==> config.mk <==
export PLATFORM = sky130hd
export DESIGN_NAME = fetch_ctrl
export DESIGN_NICKNAME = d
export VERILOG_FILES = /design/src/rtl/fetch_pkg.sv /design/src/rtl/fetch_perf_cnt.sv /design/src/rtl/fetch_ctrl.sv
export SDC_FILE = /design/constraint.sdc
export NUM_CORES = 1
export LEC_CHECK = 0
export BUFFER_PORTS_ARGS = -buffer_cell sky130_fd_sc_hd__buf_2
export CORE_UTILIZATION = 24
export CTS_CLUSTER_SIZE = 8
export DETAILED_ROUTE_END_ITERATION = 6
export MAX_ROUTING_LAYER = met4
export PLACE_DENSITY = 0.51
export SETUP_SLACK_MARGIN = 0.1
export SLEW_MARGIN = 20
export SYNTH_ARGS = -nofsm -noshare
export SYNTH_HDL_FRONTEND = slang
export SYNTH_SLANG_ARGS = --single-unit
export TNS_END_PERCENT = 1
==> constraint.sdc <==
create_clock -name clk -period 8.15 [get_ports clk]
set_clock_uncertainty 0.1 [all_clocks]
set_input_delay 2.445 -clock clk [delete_from_list [all_inputs] [get_ports clk]]
set_output_delay 2.445 -clock clk [all_outputs]
set_load 0.05 [all_outputs]
==> src/rtl/fetch_pkg.sv <==
// rtl/fetch_pkg.sv - shared widths, reset PC, PC step and FSM state type for the fetch sequencer
package fetch_pkg;

  localparam int              FETCH_PC_W     = 16;
  localparam int              FETCH_INST_W   = 32;
  localparam logic [15:0]     FETCH_RESET_PC = 16'h0000;
  localparam int              FETCH_PC_STEP  = 4;

  typedef enum logic [1:0] {
    IDLE = 2'd0,
    REQ  = 2'd1,
    HOLD = 2'd2,
    DROP = 2'd3
  } fetch_state_t;

endpackage

==> src/rtl/fetch_perf_cnt.sv <==
// rtl/fetch_perf_cnt.sv - saturating event counter with increment enable
module fetch_perf_cnt #(
  parameter int W = 16
) (
  input  logic         clk,
  input  logic         rst,
  input  logic         inc_i,
  output logic [W-1:0] cnt_o
);

  logic [W-1:0] cnt_q;

  always_ff @(posedge clk or posedge rst) begin
    if (rst) begin
      cnt_q <= '0;
    end else if (inc_i && (cnt_q != {W{1'b1}})) begin
      cnt_q <= cnt_q + W'(1);
    end
  end

  assign cnt_o = cnt_q;

endmodule

==> src/rtl/fetch_ctrl.sv <==
// rtl/fetch_ctrl.sv - fetch PC owner: imem req/ack sequencing, single-entry hold toward decode, redirects.
// FETCH_CTRL_PERF_EN adds saturating stall/redirect performance counters.
module fetch_ctrl
  import fetch_pkg::*;
#(
  parameter int              PC_W     = FETCH_PC_W,
  parameter int              INST_W   = FETCH_INST_W,
  parameter logic [PC_W-1:0] RESET_PC = PC_W'(FETCH_RESET_PC),
  parameter int              PC_STEP  = FETCH_PC_STEP
) (
  input  logic              clk,
  input  logic              rst,
  input  logic              redirect_valid,
  input  logic [PC_W-1:0]   redirect_pc,
  input  logic              stall,
  output logic              imem_req,
  output logic [PC_W-1:0]   imem_addr,
  input  logic              imem_ack,
  input  logic [INST_W-1:0] imem_rdata,
  output logic              inst_valid,
  output logic [INST_W-1:0] inst,
  output logic [PC_W-1:0]   inst_pc
`ifdef FETCH_CTRL_PERF_EN
  ,
  output logic [15:0]       perf_stall_cnt,
  output logic [15:0]       perf_redirect_cnt
`endif
);

  localparam logic [PC_W-1:0] STEP = PC_W'(PC_STEP);

  fetch_state_t      state_q;
  logic [PC_W-1:0]   pc_q;
  logic [PC_W-1:0]   pend_pc_q;
  logic              imem_req_q;
  logic [PC_W-1:0]   imem_addr_q;
  logic              inst_valid_q;
  logic [INST_W-1:0] inst_q;
  logic [PC_W-1:0]   inst_pc_q;
  logic [PC_W-1:0]   issue_pc;

  assign issue_pc = redirect_valid ? redirect_pc : pc_q;

  always_ff @(posedge clk or posedge rst) begin
    if (rst) begin
      state_q      <= IDLE;
      pc_q         <= RESET_PC;
      pend_pc_q    <= '0;
      imem_req_q   <= 1'b0;
      imem_addr_q  <= RESET_PC;
      inst_valid_q <= 1'b0;
      inst_q       <= '0;
      inst_pc_q    <= '0;
    end else begin
      case (state_q)
        IDLE, HOLD: begin
          // A redirect kills the held instruction even while decode is stalled
          if (redirect_valid || (state_q == IDLE) || !stall) begin
            pc_q         <= issue_pc;
            inst_valid_q <= 1'b0;
            imem_req_q   <= 1'b1;
            imem_addr_q  <= issue_pc;
            state_q      <= REQ;
          end
        end
        REQ: begin
          if (!imem_req_q) begin
            // Line was dropped for one cycle after a discarded response; issue now
            pc_q        <= issue_pc;
            imem_req_q  <= 1'b1;
            imem_addr_q <= issue_pc;
          end else if (imem_ack) begin
            imem_req_q <= 1'b0;
            if (redirect_valid) begin
              pc_q <= redirect_pc;
            end else begin
              inst_q       <= imem_rdata;
              inst_pc_q    <= imem_addr_q;
              inst_valid_q <= 1'b1;
              pc_q         <= imem_addr_q + STEP;
              state_q      <= HOLD;
            end
          end else if (redirect_valid) begin
            pend_pc_q <= redirect_pc;
            state_q   <= DROP;
          end
        end
        DROP: begin
          if (imem_ack) begin
            imem_req_q <= 1'b0;
            pc_q       <= redirect_valid ? redirect_pc : pend_pc_q;
            state_q    <= REQ;
          end else if (redirect_valid) begin
            pend_pc_q <= redirect_pc;
          end
        end
        default: state_q <= IDLE;
      endcase
    end
  end

  assign imem_req   = imem_req_q;
  assign imem_addr  = imem_addr_q;
  assign inst_valid = inst_valid_q;
  assign inst       = inst_q;
  assign inst_pc    = inst_pc_q;

`ifdef FETCH_CTRL_PERF_EN
  logic stall_evt;

  assign stall_evt = (state_q == HOLD) && stall;

  fetch_perf_cnt #(.W(16)) u_stall_cnt (
    .clk   (clk),
    .rst   (rst),
    .inc_i (stall_evt),
    .cnt_o (perf_stall_cnt)
  );

  fetch_perf_cnt #(.W(16)) u_redirect_cnt (
    .clk   (clk),
    .rst   (rst),
    .inc_i (redirect_valid),
    .cnt_o (perf_redirect_cnt)
  );
`endif

endmodule

After elaboration in Yosys (flattened, before gate mapping)
Cells that the tools add are included.
{ "totals": {"register_bits": 100, "out_inout_bits": 66, "wordCells": 66} }
{ "op_classes": {"addsub": 1, "eq_ne": 12, "muxes": 30, "bitwise_logic": 1, "reduce_logical": 14} }
{ "op_table": {"columns": ["operator", "n"], "rows": [
  ["16-bit two-way mux", 10],
  ["16-bit one-hot mux with 2 select lines", 2],
  ["16-bit one-hot mux with 3 select lines", 1],
  ["16-bit by 3-bit adder with 16-bit output (second input constant)", 1],
  ["2-bit two-way mux", 6],
  ["2-bit inequality test (second input constant)", 6],
  ["5-bit AND reduction", 2],
  ["3-bit inequality test (second input constant)", 3],
  ["1-bit two-way mux", 8],
  ["2-bit one-hot mux with 3 select lines", 1],
  ["3-bit AND reduction", 2],
  ["2-bit equality test (second input constant)", 2],
  ["2-bit AND reduction", 2],
  ["4-bit AND reduction", 1],
  ["2-bit nonzero test", 2],
  ["1-bit one-hot mux with 3 select lines", 1],
  ["2-bit by 1-bit equality test with 1-bit output (second input constant)", 1],
  ["2-bit logical NOT", 1],
  ["1-bit logical OR", 2],
  ["1-bit one-hot mux with 2 select lines", 1],
  ["2-bit OR reduction", 1],
  ["1-bit logical NOT", 1],
  ["1-bit inverter", 1]
]} }

Depth between registers and ports, before layout
{ "logic_depth": {"ltp_word": 5, "depth_mapped": 7, "depth_no_buf": 6} }

Worst setup path after synthesis
No wires, ideal clock.
{ "synth_timing": {"path_type": "input-to-reg", "startpoint": "input port redirect_valid", "endpoint": "register pend_pc_q[10]", "setup_time_ps": 125, "arrival_ps": 3726, "path_slack_ps": 4199, "cell_stages": 5, "path_buffers": 2, "cell_sequence": "buf_2 inv_1 nor3_2 buf_2 mux2_2"} }
{ "synth_between": {"elab_chain_len": 4} }
{ "synth_rtl": {"columns": ["item", "line", "source"], "rows": [
  ["start: declaration", "fetch_ctrl.sv:13", "input logic redirect_valid,"],
  ["16-bit two-way mux (*) (2 in series)", null, null],
  ["16-bit two-way mux", null, null],
  ["16-bit one-hot mux with 2 select lines (*)", null, null],
  ["end signal: assignment", "fetch_ctrl.sv:84", "pend_pc_q <= redirect_pc;"],
  ["end signal: assignment", "fetch_ctrl.sv:94", "pend_pc_q <= redirect_pc;"],
  ["end: declaration", "fetch_ctrl.sv:34", "logic [PC_W-1:0] pend_pc_q;"]
]} }
Every way passes the cells marked *; elsewhere a longest branch is shown, timed or not. The select of a mux whose other input is x is not followed.
A chain may end at the register's enable or synchronous reset.

Worst setup path after layout
{ "layout_timing": {"startpoint": "input port redirect_valid", "endpoint": "register pend_pc_q[6]"} }
The elaborated chain is that of the path after synthesis.

==> metrics.txt <==
vias in the first global route=3574; CTS Hold Bufs=0; Post-Syn Area=4550 um^2; net count reported at finish=556; most frequent cells in the layout=buf_2 (118), dfrtp_1 (100), mux2_2 (60); gp weighted congestion=0.745; CP Depth=6; area grow syn2layout=24.6%; worst path buffer plus inverter count=4; kind of critical path=input pin to flop; delay of the slowest critical-path stage=460 ps; origin of the worst setup path=redirect_valid; top cell type's share of synthesized area=55.0%; Detailed Route Iter0 Violations=173; Gate Count Post-Synth=389; CP delay by family, top=buffers and inverters; Power Dens Cells=487 nW/um^2; Yosys top cell by area=dfrtp_1; worst min-delay path category=flop to flop; placed cells=720; wirelength, routed=12.1 mm; Worst-Skew Late Latency=350 ps; DR vias/cell=4.74; Hold Crit Start=inst_pc[0]; Non-Filler Instances=734; Num CTS Buffers=9; DRC viols=0; top cells by area, synth=dfrtp_1 (55%), mux2_2 (15%), mux2i_1 (2.6%); vias=3477; crit path capture type=flop; number of synthesized register bits=100; worst hold margin=382 ps; die area=19500 um^2; RSZ-0062 raised after global routing=false; first-pass GRT wire length=19.4 mm; Antenna diodes=0; count of different cell masters after synthesis=44; Worst Reg-to-Reg Cells=5; minimum clock period=4410 ps; Max Clk Rate=0.227 GHz; max-slew violation count=0; ys flop type=dfrtp_1; Post-synth EDFFs=0; r2r endpoint=inst_pc[5]; # IOs=119; maximum VDD drop=0.182 mV; commonest non-fill, non-tap cell in the layout=buf_2; period utilization=54.1%; WHS Path Cells=1; initial antenna violation count=0; remaining antenna violation count after routing=0; Die Span Y=140 um; layout cells sized above 1=40.2%; Chip Width=140 um; H-tree depth=3; Final Hold Vio Count=0; outcome=completed; cell repeated most along the worst path=buf_4; Sinks on Clock Net=100; max_cap viols=0; Design Power=2.76 mW; CP max stage cell=buf_4; Reg area=2500 um^2; RR Startpoint=imem_req; Worst slew margin=45.3%; final setup fails=0; Mean Syn Cell Area=11.7 um^2; gr usage total=13.2%; R2R setup slack=5000 ps; Core Box Area=18300 um^2; post-synthesis sequential area ratio=55.0%; Max Fanout on Critical Path=43; area occupied by multi-input gates=1920 um^2; pin count of the biggest net entering global routing=65; crit path cell chain=buf_2, buf_4, inv_1, nor3_2, buf_4, mux2_2; Post-CTS Setup Inserts=0; hpwl dp=8.23 mm; total negative slack=0 ps; grt ovf=0; leak pwr=2.48 nW; PostCTS Resize Cnt=0; post-DR wirelength/cell=16.4 um; Arrival @ worst endpoint=4550 ps; Max Root-Sink Buffers=2; Slew @ Worst Pin=821 ps; ys async rst share=100%; Reg clk slew, reported paths=70 ps; Worst EP required=8290 ps; DR pass1 iterations=4; FP Rows=49; root buffer cell=clkbuf_16; crit path launch type=input pin; fillers=1870; CTS tree=done; syn_nets=443; number of buffers added on ports=118; number of warnings issued by yosys=0; WHS Endpoint=inst_pc[0]; Initial Utilization=24.9%
-- report_power, final --
group / internal, mW / switching (mW) / leakage (nW) / total (mW)
combinational: 0.417 / 0.962 / 1.17 / 1.38
clock: 0.251 / 0.185 / 0.145 / 0.436
sequential: 0.745 / 0.202 / 1.16 / 0.947
-- worst max-delay path by stage --
| stage | end |
|---|---|
| 3_5_place_dp | pend_pc_q[9] |
| 3_3_place_gp | pend_pc_q[1] |
| 2_1_floorplan | imem_addr[0] |
| 6_report | pend_pc_q[6] |
| 5_1_grt | pend_pc_q[2] |
| 4_1_cts | pend_pc_q[1] |
-- metrics by stage --
step / cell area [um^2] / utilization (%) / setup WS, ps
6_report: 5670 / 31.0 / 3740
5_1_grt: 5670 / 31.0 / 3570
4_1_cts: 5670 / 31.0 / 3750
3_5_place_dp: 5370 / 29.4 / 3370
3_3_place_gp: 5370 / 29.4 / 3430
2_1_floorplan: 4550 / - / 2990
-- kinds of logic (layout without fill, tap and decap cells) --
kind of cell / count (synthesis) / in the layout / share of synthesized area [%]
muxes: 77 / 77 / 18.7
buffers and inverters: 27 / 143 / 2.75
AOI/OAI and AO/OA: 84 / 84 / 11.7
DFF: 100 / 100 / 55.0
and+or+nand+nor: 88 / 88 / 9.16
xor gates and xnor gates: 12 / 12 / 2.31
adders and majority gates: 1 / 1 / 0.275
-- synth_stat cells (2+ instances only) --
| library cell | count |
|---|---|
| nand2b_1 | 5 |
| xnor2_1 | 5 |
| clkbuf_1 | 11 |
| buf_2 | 4 |
| nor3_1 | 7 |
| a22oi_1 | 5 |
| inv_1 | 4 |
| dfrtp_1 | 100 |
| o21ai_0 | 24 |
| nor2_1 | 32 |
| a221oi_1 | 7 |
| xor2_1 | 7 |
| nand3_1 | 4 |
| mux2_2 | 60 |
| a21oi_1 | 23 |
| mux2i_1 | 12 |
| buf_4 | 5 |
| nand2_1 | 25 |
| a31oi_1 | 6 |
| nand4_1 | 3 |
| buf_1 | 3 |
| o21a_1 | 4 |
| mux2_1 | 5 |
| o211ai_1 | 5 |
| nor4_1 | 2 |
| a221o_1 | 3 |
-- routing by layer --
| metal | global-route usage (%) | routed length, um | share of wire, % |
|---|---|---|---|
| met5 | - | 0 | 0 |
| met4 | 4.80 | 170 | 1.4 |
| met3 | 3.03 | 447 | 3.7 |
| met2 | 21.9 | 6100 | 51 |
| met1 | 15.7 | 5340 | 44 |
-- state kept, by name, indices dropped and copies added (netlist names) --
register    flops
imem_addr      16
imem_req        1
inst           32
inst_pc        16
inst_valid      1
pc_q           16
pend_pc_q      16
state_q         2
-- area by class of cell --
class / count / share of cell area, %
Clock inverter: 2 / 0.618
Clock buffer: 12 / 4.53
Tap cell: 229 / 5.06
Multi-Input combinational cell: 262 / 34.0
Timing Repair Buffer: 125 / 11.4
Sequential cell: 100 / 44.2
Inverter: 4 / 0.309
No activity file was read; power rests on OpenSTA's default activity.
